## src/rtl/mips_pkg.sv

```systemverilog
// Shared definitions for the instruction-fetch stage: NOP word, fetch FSM
// state encoding, default reset PC and the jump-target helper.
package mips_pkg;

  localparam logic [31:0] NOP_WORD         = 32'h0000_0000;
  localparam logic [31:0] RESET_PC_DEFAULT = 32'h0000_0000;

  typedef enum logic [1:0] {
    S_FETCH = 2'd0,
    S_HOLD  = 2'd1,
    S_DRAIN = 2'd2
  } fetch_state_t;

  // Jump destination: top nibble of the decode-stage PC+4, word index, byte offset 0.
  function automatic logic [31:0] jump_target(input logic [3:0]  pc_hi,
                                              input logic [25:0] index);
    return {pc_hi, index, 2'b00};
  endfunction

endpackage

```

## src/rtl/ifetch_if.sv

```systemverilog
// Instruction-memory request/acknowledge bus between the fetch stage
// (master) and the instruction memory (slave).
interface ifetch_if #(
  parameter int MIP_BUS = 32
);
  logic               imem_req;
  logic [MIP_BUS-1:0] imem_addr;
  logic               imem_ack;
  logic [MIP_BUS-1:0] imem_rdata;

  modport master (
    output imem_req,
    output imem_addr,
    input  imem_ack,
    input  imem_rdata
  );

  modport slave (
    input  imem_req,
    input  imem_addr,
    output imem_ack,
    output imem_rdata
  );
endinterface

```

## src/rtl/pc_next_sel.sv

```systemverilog
// Combinational next-PC select: branch beats jump, jump beats sequential
// advance, otherwise the PC holds. Result is always word aligned.
module pc_next_sel
  import mips_pkg::*;
#(
  parameter int MIP_BUS = 32
) (
  input  logic [MIP_BUS-1:0] i_pc,
  input  logic [3:0]         i_pc_hi,
  input  logic               i_advance,
  input  logic               i_branch_taken,
  input  logic [MIP_BUS-1:0] i_branch_target,
  input  logic               i_jump,
  input  logic [25:0]        i_jump_index,
  output logic [MIP_BUS-1:0] o_next_pc,
  output logic               o_redirect
);

  logic [MIP_BUS-1:0] w_sel;

  // Priority mux over the four next-PC sources.
  always_comb begin
    w_sel      = i_pc;
    o_redirect = i_branch_taken | i_jump;
    if (i_branch_taken) begin
      w_sel = i_branch_target;
    end else if (i_jump) begin
      w_sel = jump_target(i_pc_hi, i_jump_index);
    end else if (i_advance) begin
      w_sel = i_pc + MIP_BUS'(4);
    end
    o_next_pc = w_sel & ~MIP_BUS'(3);
  end

endmodule

```

## src/rtl/ifetch.sv

```systemverilog
// Instruction fetch stage: PC register, memory request FSM and IF/ID register.
// Optional build macro IFETCH_PREFETCH_BUF_EN adds a one-entry buffer that
// keeps a word acknowledged under stall (HOLD state); without it such a word
// is dropped and the same address is requested again.
//
// state   | meaning
// --------+---------------------------------------------------------------
// S_FETCH | request for PC outstanding on the bus
// S_HOLD  | acknowledged word parked in the buffer while decode stalls
// S_DRAIN | waiting out a stale request after a redirect; its ack is dropped
module ifetch
  import mips_pkg::*;
#(
  parameter logic [31:0] RESET_PC = RESET_PC_DEFAULT,
  parameter int          MIP_BUS  = 32
) (
  input  logic               clk,
  input  logic               rst,
  input  logic               stall,
  input  logic               branch_taken,
  input  logic [MIP_BUS-1:0] branch_target,
  input  logic               Jump,
  input  logic [25:0]        jump_index,
  ifetch_if.master           imem,
  output logic [MIP_BUS-1:0] Instruction,
  output logic [MIP_BUS-1:0] PC_plus4,
  output logic               if_valid
);

  fetch_state_t       r_state;
  logic [MIP_BUS-1:0] r_pc;
  logic [MIP_BUS-1:0] r_drain_addr;
  logic [MIP_BUS-1:0] r_instr;
  logic [MIP_BUS-1:0] r_pc_plus4;
  logic               r_valid;
`ifdef IFETCH_PREFETCH_BUF_EN
  logic [MIP_BUS-1:0] r_buf;
`endif

  logic [MIP_BUS-1:0] w_pc_plus4;
  logic [MIP_BUS-1:0] w_next_pc;
  logic [MIP_BUS-1:0] w_addr;
  logic               w_redirect;
  logic               w_advance;

  assign w_pc_plus4 = r_pc + MIP_BUS'(4);

  // The PC moves on when a word is delivered into IF/ID, either straight
  // from the bus or out of the hold buffer.
  assign w_advance = ((r_state == S_FETCH) && imem.imem_ack && !stall) ||
                     ((r_state == S_HOLD) && !stall);

  pc_next_sel #(
    .MIP_BUS (MIP_BUS)
  ) u_pc_next_sel (
    .i_pc            (r_pc),
    .i_pc_hi         (r_pc_plus4[MIP_BUS-1:MIP_BUS-4]),
    .i_advance       (w_advance),
    .i_branch_taken  (branch_taken),
    .i_branch_target (branch_target),
    .i_jump          (Jump),
    .i_jump_index    (jump_index),
    .o_next_pc       (w_next_pc),
    .o_redirect      (w_redirect)
  );

  // Bus outputs: a stale request keeps its original address until acked.
  assign w_addr         = (r_state == S_DRAIN) ? r_drain_addr : r_pc;
  assign imem.imem_addr = w_addr & ~MIP_BUS'(3);
  assign imem.imem_req  = !rst && (r_state != S_HOLD);

  assign Instruction = r_instr;
  assign PC_plus4    = r_pc_plus4;
  assign if_valid    = r_valid;

  // Fetch FSM, PC register and IF/ID register; a redirect outranks stall.
  always_ff @(posedge clk) begin
    if (rst) begin
      r_state      <= S_FETCH;
      r_pc         <= RESET_PC;
      r_drain_addr <= '0;
      r_instr      <= NOP_WORD;
      r_pc_plus4   <= '0;
      r_valid      <= 1'b0;
`ifdef IFETCH_PREFETCH_BUF_EN
      r_buf        <= NOP_WORD;
`endif
    end else begin
      r_pc <= w_next_pc;
      if (w_redirect) begin
        r_instr <= NOP_WORD;
        r_valid <= 1'b0;
`ifdef IFETCH_PREFETCH_BUF_EN
        r_buf   <= NOP_WORD;
`endif
        case (r_state)
          S_FETCH: begin
            if (!imem.imem_ack) begin
              r_state      <= S_DRAIN;
              r_drain_addr <= r_pc;
            end
          end
          S_HOLD:  r_state <= S_FETCH;
          S_DRAIN: begin
            if (imem.imem_ack) r_state <= S_FETCH;
          end
          default: r_state <= S_FETCH;
        endcase
      end else begin
        case (r_state)
          S_FETCH: begin
            if (!stall) begin
              if (imem.imem_ack) begin
                r_instr    <= imem.imem_rdata;
                r_pc_plus4 <= w_pc_plus4;
                r_valid    <= 1'b1;
              end else begin
                r_instr <= NOP_WORD;
                r_valid <= 1'b0;
              end
            end
`ifdef IFETCH_PREFETCH_BUF_EN
            else if (imem.imem_ack) begin
              r_buf   <= imem.imem_rdata;
              r_state <= S_HOLD;
            end
`endif
          end
          S_HOLD: begin
`ifdef IFETCH_PREFETCH_BUF_EN
            if (!stall) begin
              r_instr    <= r_buf;
              r_pc_plus4 <= w_pc_plus4;
              r_valid    <= 1'b1;
              r_state    <= S_FETCH;
            end
`else
            r_state <= S_FETCH;
`endif
          end
          S_DRAIN: begin
            if (!stall) begin
              r_instr <= NOP_WORD;
              r_valid <= 1'b0;
            end
            if (imem.imem_ack) r_state <= S_FETCH;
          end
          default: r_state <= S_FETCH;
        endcase
      end
    end
  end

endmodule

```

## src/flat_wrapper.sv

```systemverilog
// flat-port wrapper written by rule: the top's interface ports become plain ports
module ifetch_flat import mips_pkg::*;
#(
  parameter logic [31:0] RESET_PC = RESET_PC_DEFAULT,
  parameter int          MIP_BUS  = 32
)
  (clk, rst, stall, branch_taken, branch_target, Jump, jump_index, Instruction, PC_plus4, if_valid, imem_imem_req, imem_imem_addr, imem_imem_ack, imem_imem_rdata);
  ifetch_if #(.MIP_BUS(MIP_BUS)) imem_i ();
  input  logic clk;
  input  logic rst;
  input  logic stall;
  input  logic branch_taken;
  input  logic [MIP_BUS-1:0] branch_target;
  input  logic Jump;
  input  logic [25:0] jump_index;
  output logic [MIP_BUS-1:0] Instruction;
  output logic [MIP_BUS-1:0] PC_plus4;
  output logic if_valid;
  output wire logic [$bits(imem_i.imem_req)-1:0] imem_imem_req;
  output wire logic [$bits(imem_i.imem_addr)-1:0] imem_imem_addr;
  input wire logic [$bits(imem_i.imem_ack)-1:0] imem_imem_ack;
  input wire logic [$bits(imem_i.imem_rdata)-1:0] imem_imem_rdata;
  assign imem_imem_req = imem_i.imem_req;
  assign imem_imem_addr = imem_i.imem_addr;
  assign imem_i.imem_ack = imem_imem_ack;
  assign imem_i.imem_rdata = imem_imem_rdata;
  ifetch #(.RESET_PC(RESET_PC), .MIP_BUS(MIP_BUS)) u_core (.clk(clk), .rst(rst), .stall(stall), .branch_taken(branch_taken), .branch_target(branch_target), .Jump(Jump), .jump_index(jump_index), .imem(imem_i), .Instruction(Instruction), .PC_plus4(PC_plus4), .if_valid(if_valid));
endmodule
```

## config.mk

```make
export PLATFORM = sky130hd
export DESIGN_NAME = ifetch_flat
export DESIGN_NICKNAME = d
export VERILOG_FILES = /design/src/rtl/mips_pkg.sv /design/src/rtl/ifetch_if.sv /design/src/rtl/pc_next_sel.sv /design/src/rtl/ifetch.sv /design/src/flat_wrapper.sv
export SDC_FILE = /design/constraint.sdc
export NUM_CORES = 1
export LEC_CHECK = 0
export BUFFER_PORTS_ARGS = -buffer_cell sky130_fd_sc_hd__buf_2
export CAP_MARGIN = 20
export CORE_ASPECT_RATIO = 2
export CORE_UTILIZATION = 37
export CTS_CLUSTER_DIAMETER = 30
export DETAILED_ROUTE_END_ITERATION = 6
export PLACE_DENSITY = 0.63
export SLEW_MARGIN = 10
export SYNTH_ARGS = -nofsm -noshare
export SYNTH_HDL_FRONTEND = slang
export SYNTH_SLANG_ARGS = --single-unit
```

## constraint.sdc

```tcl
create_clock -name clk -period 4.7 [get_ports clk]
set_input_delay 0.235 -clock clk [delete_from_list [all_inputs] [get_ports clk]]
set_output_delay 0.235 -clock clk [all_outputs]
set_load 0.05 [all_outputs]
```

Word level (Yosys, flattened, before mapping)
Index checks and enable logic that the tools add are counted.
- bits of input ports: 96
- register bits after elaboration: 131
- logic and storage cells: 51
- output and inout port bits: 98
- eq/ne operators: 7
- bitwise logic cells: 4
- reduce and logical (&&, ||, !) cells: 15
- multiplexer cells: 17
- add/subtract/negate cells: 1
- operators with widths (cell ; number):
    $mux 32 ; 7
    $pmux 32 s2 ; 1
    $add 32x3->32 const B ; 1
    $ne 2x2->1 const B ; 4
    $pmux 2 s2 ; 2
    $mux 2 ; 3
    $reduce_and 3->1 ; 2
    $logic_and 1x1->1 ; 4
    $reduce_and 4->1 ; 1
    $mux 1 ; 3
    $not 1->1 ; 3
    $reduce_bool 3->1 ; 1
    $eq 2x1->1 const B ; 1
    $eq 2x2->1 const B ; 1
    $logic_not 1->1 ; 2
    $logic_not 2->1 ; 1
    $ne 2x1->1 const B ; 1
    $pmux 1 s2 ; 1
    $reduce_and 2->1 ; 1
    $reduce_bool 2->1 ; 1
    $reduce_or 2->1 ; 1
    $logic_or 1x1->1 ; 1
    $or 1x1->1 ; 1

Logic depth before layout (Yosys ltp)
- word-level depth: 7
- mapped depth: 8
- mapped depth without buffers: 6

By module
Synthesis repeated with hierarchy kept, for this count alone.
- cell total of the unflattened synthesis: 724
- area total of the unflattened synthesis: 6172.2 um^2
- modules (own cells, without submodules) (module ; area each (um^2) ; cells each ; instances ; sequential area each (um^2)):
    ifetch ; 5072.4 ; 549 ; 1 ; 2582.5
    pc_next_sel ; 1099.8 ; 175 ; 1 ; 0.0

Worst setup path after synthesis
Ideal clock, no wire load.
- path type: flip-flop to flip-flop
- from: register u_core.r_pc[2]
- to: register u_core.r_pc[16]
- library setup time: 132 ps
- cell stages (with the launch flop): 7
- buffers on the path: 0
- slack: 2543 ps
- data arrival time: 2025 ps
- path through: dfxtp_1 > ha_1 > nand4_1 > nor4_1 > nand3_1 > a222oi_1 > nor3_1
- word-level cells in the longest chain between the ends: 4
- ends and longest elaborated chain (element ; line ; RTL):
    from (decl) ; ifetch.sv:31 ; logic [MIP_BUS-1:0] r_pc;
    from (signal assigned) ; ifetch.sv:89 ; r_pc <= w_next_pc;
    $add 32x3->32 ; pc_next_sel.sv:30 ; w_sel = i_pc + MIP_BUS'(4);
    $mux 32 ; pc_next_sel.sv:29 ; end else if (i_advance) begin
    $mux 32 ; pc_next_sel.sv:27 ; end else if (i_jump) begin
    $mux 32 ; pc_next_sel.sv:25 ; if (i_branch_taken) begin
Every way passes these cells. The select of a mux whose other input is x is not followed.
A chain may end at the register's enable or synchronous reset.

Final worst setup path
- from: register u_core.r_pc[2]
- to: register u_core.r_pc_plus4[18] (netlist: u_core.PC_plus4[18])
- word-level cells in the longest chain between the ends: 1
- ends and longest elaborated chain (element ; line ; RTL):
    $add 32x3->32 ; ifetch.sv:46 ; assign w_pc_plus4 = r_pc + MIP_BUS'(4);
    to (signal assigned) ; ifetch.sv:115 ; r_pc_plus4 <= w_pc_plus4;
    to (decl) ; ifetch.sv:34 ; logic [MIP_BUS-1:0] r_pc_plus4;
Every way passes these cells.

==> results list <==
- Worst Setup SP: u_core.r_pc[2]
* CP Depth: 6
* Hold Crit Class: input port to flip-flop
- Area used by multi-input combinational logic: 3383 µm²
* Slew at the pin with the worst max-slew slack: 1029 ps
* Reg2reg end: u_core.PC_plus4[18]
- After clock tree synthesis, the clock-pin slew on the worst setup and hold paths is 60 ps.
* Path type of the worst setup path: flip-flop to flip-flop
* Synthesized instance count: 744
* Number of CTS-inserted buffers: 17
- In this run the register-to-register setup slack is 1800 ps.
- Final setup TNS: 0 ps
- The floorplan step set the die width to 93.72 µm.
* Reg2reg path depth: 6
* Final Max Tran Viols: 0
- The tool flagged a number of max-cap violations equal to 0.
* Biggest fanout along the worst timing path: 9
- Crit end category: flip-flop
- By area the synthesized netlist is led by dfxtp_1 (40%), nand2_1 (6.0%), nor2_1 (5.1%).
* Vias per std cell: 5.500
- The most used flip-flop cell after synthesis is dfxtp_1.
- Clock insertion delay at the later pin of the skew report: 420 ps
- The kind of cell with the highest combined delay along the critical path is simple AND/OR/NAND/NOR gates.
- Minimum clock period after layout: 2898 ps
- Final routed wire length divided by cell count: 17.76 µm
* Placement row count: 66
* Sequential cell area: 2502 µm²
- Count of boundary I/O pins: 194
- The first detailed-routing pass ran for 5 iterations.
* Core area: 16,350 µm²
- Type of element launching the critical path: flip-flop
- At the worst endpoint, the required time is 5030 ps.
* Number of buffers inserted by post-CTS setup repair: 0
- The longest clock path from root to sink contains 2 buffers.
- The synthesized netlist occupies a cell area of 6225 µm².
- Proportion of netlist area held by the largest area contributor: 40.20%
* Total inserted antenna cells: 0
* Antenna violations before repair: 0
* Leak Pwr: 0.003159 µW
- Layout cell share with drive strength beyond 1: 30.94%
* Share of flip-flops with an asynchronous set or reset: 0%
- Of all cell types, the one taking the most synthesized area is dfxtp_1.
- Fin. Hold Viols: 0
* Maximum number of pins on one net before global-route repair: 47
- The final critical path takes up 61.67% of the cycle.
- RSZ-0062 raised after global routing: no
- The flow ran to the end, and the final reports show no timing, DRC or antenna violations.
- The Yosys step of the flow raised 0 warnings.
- DRT Wirelength: 19.69 mm
- Avg Inst Size Synth: 8.367 µm²
- Buf/Inv on CP: 0
- Setup violations remaining at the end of the flow were counted as 0.
- Vias: 6,100
- On the critical path, the stage with the largest delay is an instance of nor2_1.
* Total number of H-tree levels: 4
- Sequential elements use 40.20% of the synthesized area.
* Max_slew headroom: 31.25%
- In this run the power density over the cells is 361.8 nW/µm².
- In this run, distinct cell masters in the synthesized netlist total 74.
* Sum of overflow across all layers after global routing: 0
- Drt initial violations: 287
- HPWL after DPL: 13.85 mm
- The number of global-route vias before repair was 5,832.
- Across the routed clock network, the largest skew measured is 11.94 ps.
- Measured along the y axis, the die boundary spans 185.4 µm.
* Source of the worst register-to-register timing path: u_core.r_pc[2]
- # hold bufs at CTS: 0
- Root buffer selected by CTS: clkbuf_16
- Data on the critical path arrives at its endpoint at 3220 ps.
* Area growth, synth to finish: 25.19%
- The die covers 17,380 µm².
* Clock tree from TritonCTS: built
- Number of clock sinks: 125
* Gr usage total: 23.14%
- The net count of the finished layout is 990.
* Maximum clock rate: 345.0 MHz
- The first global-routing pass estimated 30.52 mm of wire.
- For this configuration, the core starts out at a cell density of 38.07%.
- Traced cell by cell, the critical path runs through ha_1 > nand4_1 > nor2_1 > nand3_1 > xor2_1 > a211oi_1.
- Filler Cells Inserted: 1,684
* Post-route antenna net violation count: 0
- Maximum vdd drop: 0.2511 mV
- Utilization of the core after routing: 47.66%
- Number of resized instances in the post-cts repair step: 0
- Top post-synthesis cells by count: dfxtp_1 (125), nand2_1 (99), nor2_1 (84)
* Count of flip-flops with a built-in enable after synthesis: 0
- For this run, design rule violations remaining after detail routing come to 0.
- Port buffering added 187 buffers.
- The congestion estimate from routability-driven global placement came to 0.8470.
- In this run the worst setup path terminates at u_core.PC_plus4[18].
- In this run, synthesis produced a sequential element count of 125.
- For this run, the slowest stage of the critical path takes 760 ps.
- Top-count cell post-synth: dfxtp_1
## cell type report
type                       instances  area share (%)
clock buffer                      24           6.182
timing repair buffer             200           13.26
tap                              204           3.276
sequential                       125           32.11
clock inverter                     7           1.124
multi-input combinational        536           43.42
inverter                          13          0.6262
## kinds of logic (layout without fill, tap and decap cells)
group | Yosys count | count (layout) | share of synthesized area [%]
buffers and inverters | 87 | 244 | 5.930
XOR/XNOR | 32 | 32 | 4.502
AND/OR/NAND/NOR | 262 | 262 | 20.54
flip-flops | 125 | 125 | 40.20
multiplexers | 29 | 29 | 5.166
AO/OA/AOI/OAI | 207 | 207 | 23.40
adder cells (fa/ha/maj) | 1 | 1 | 0.2010
other | 1 | 5 | 0.06024
## how the worst min path moves through the flow
stage	from	to	slack, ps	cells after the start
after floorplan	imem_imem_ack	u_core.r_state[1]	320	1
after global placement	u_core.r_drain_addr[2]	u_core.r_drain_addr[2]	440	2
after detailed placement	u_core.r_drain_addr[7]	u_core.r_drain_addr[7]	440	2
after CTS	imem_imem_ack	u_core.r_state[1]	7	2
after global routing	imem_imem_ack	u_core.r_state[1]	20	2
final	imem_imem_ack	u_core.r_state[1]	20	2
## report_power, final
part           total, µW  internal [µW]  switching (µW)
Sequential          1140           1090            45.5
Clock               1290            816             475
Combinational        391            131             260
Total               2820           2040             780
## sequential cells by signal (all words and copies together), names as in the netlist
name / cells
u_core.PC_plus4: 30
u_core.r_drain_addr: 30
u_core.Instruction: 32
u_core.r_state: 2
u_core.if_valid: 1
u_core.r_pc: 30
## routing by layer
layer  part of all wire [%]  vias up  global-route usage [%]
li1                       -     2963                       -
met1                     37     2853                   24.81
met2                     53      241                   41.40
met3                    5.8       43                   4.475
met4                    4.0        0                   13.17
met5                      0        -                       0
## metrics by stage
stage	worst slack, ps	cell area, µm²	power (µW)	std cells	hold WS, ps
floorplan	2543	6240	1425	748	324.7
global placement	1521	7223	1546	1078	438.1
detailed placement	1484	7223	1550	1078	444.9
CTS	1783	7792	2846	1109	7.069
global route	1650	7792	2924	1109	18.27
finish	1802	7792	2819	1109	23.05
## cell usage in the layout (no fill, tap or decap), types with 5 or more instances in the layout
cell	instances
buf_2	187
dfxtp_1	125
nand2_1	99
nor2_1	83
a21oi_1	51
a22oi_1	39
a211oi_1	33
mux2_2	25
xnor2_1	22
nand3_1	19
o21ai_0	17
clkbuf_16	17
inv_1	13
buf_4	13
xor2_1	10
o21a_1	9
nor3_1	9
nor4_1	7
nand4_1	6
and3_1	6
a31oi_1	5
o221ai_1	5
conb_1	5
Power figures use the tool's default switching activity.
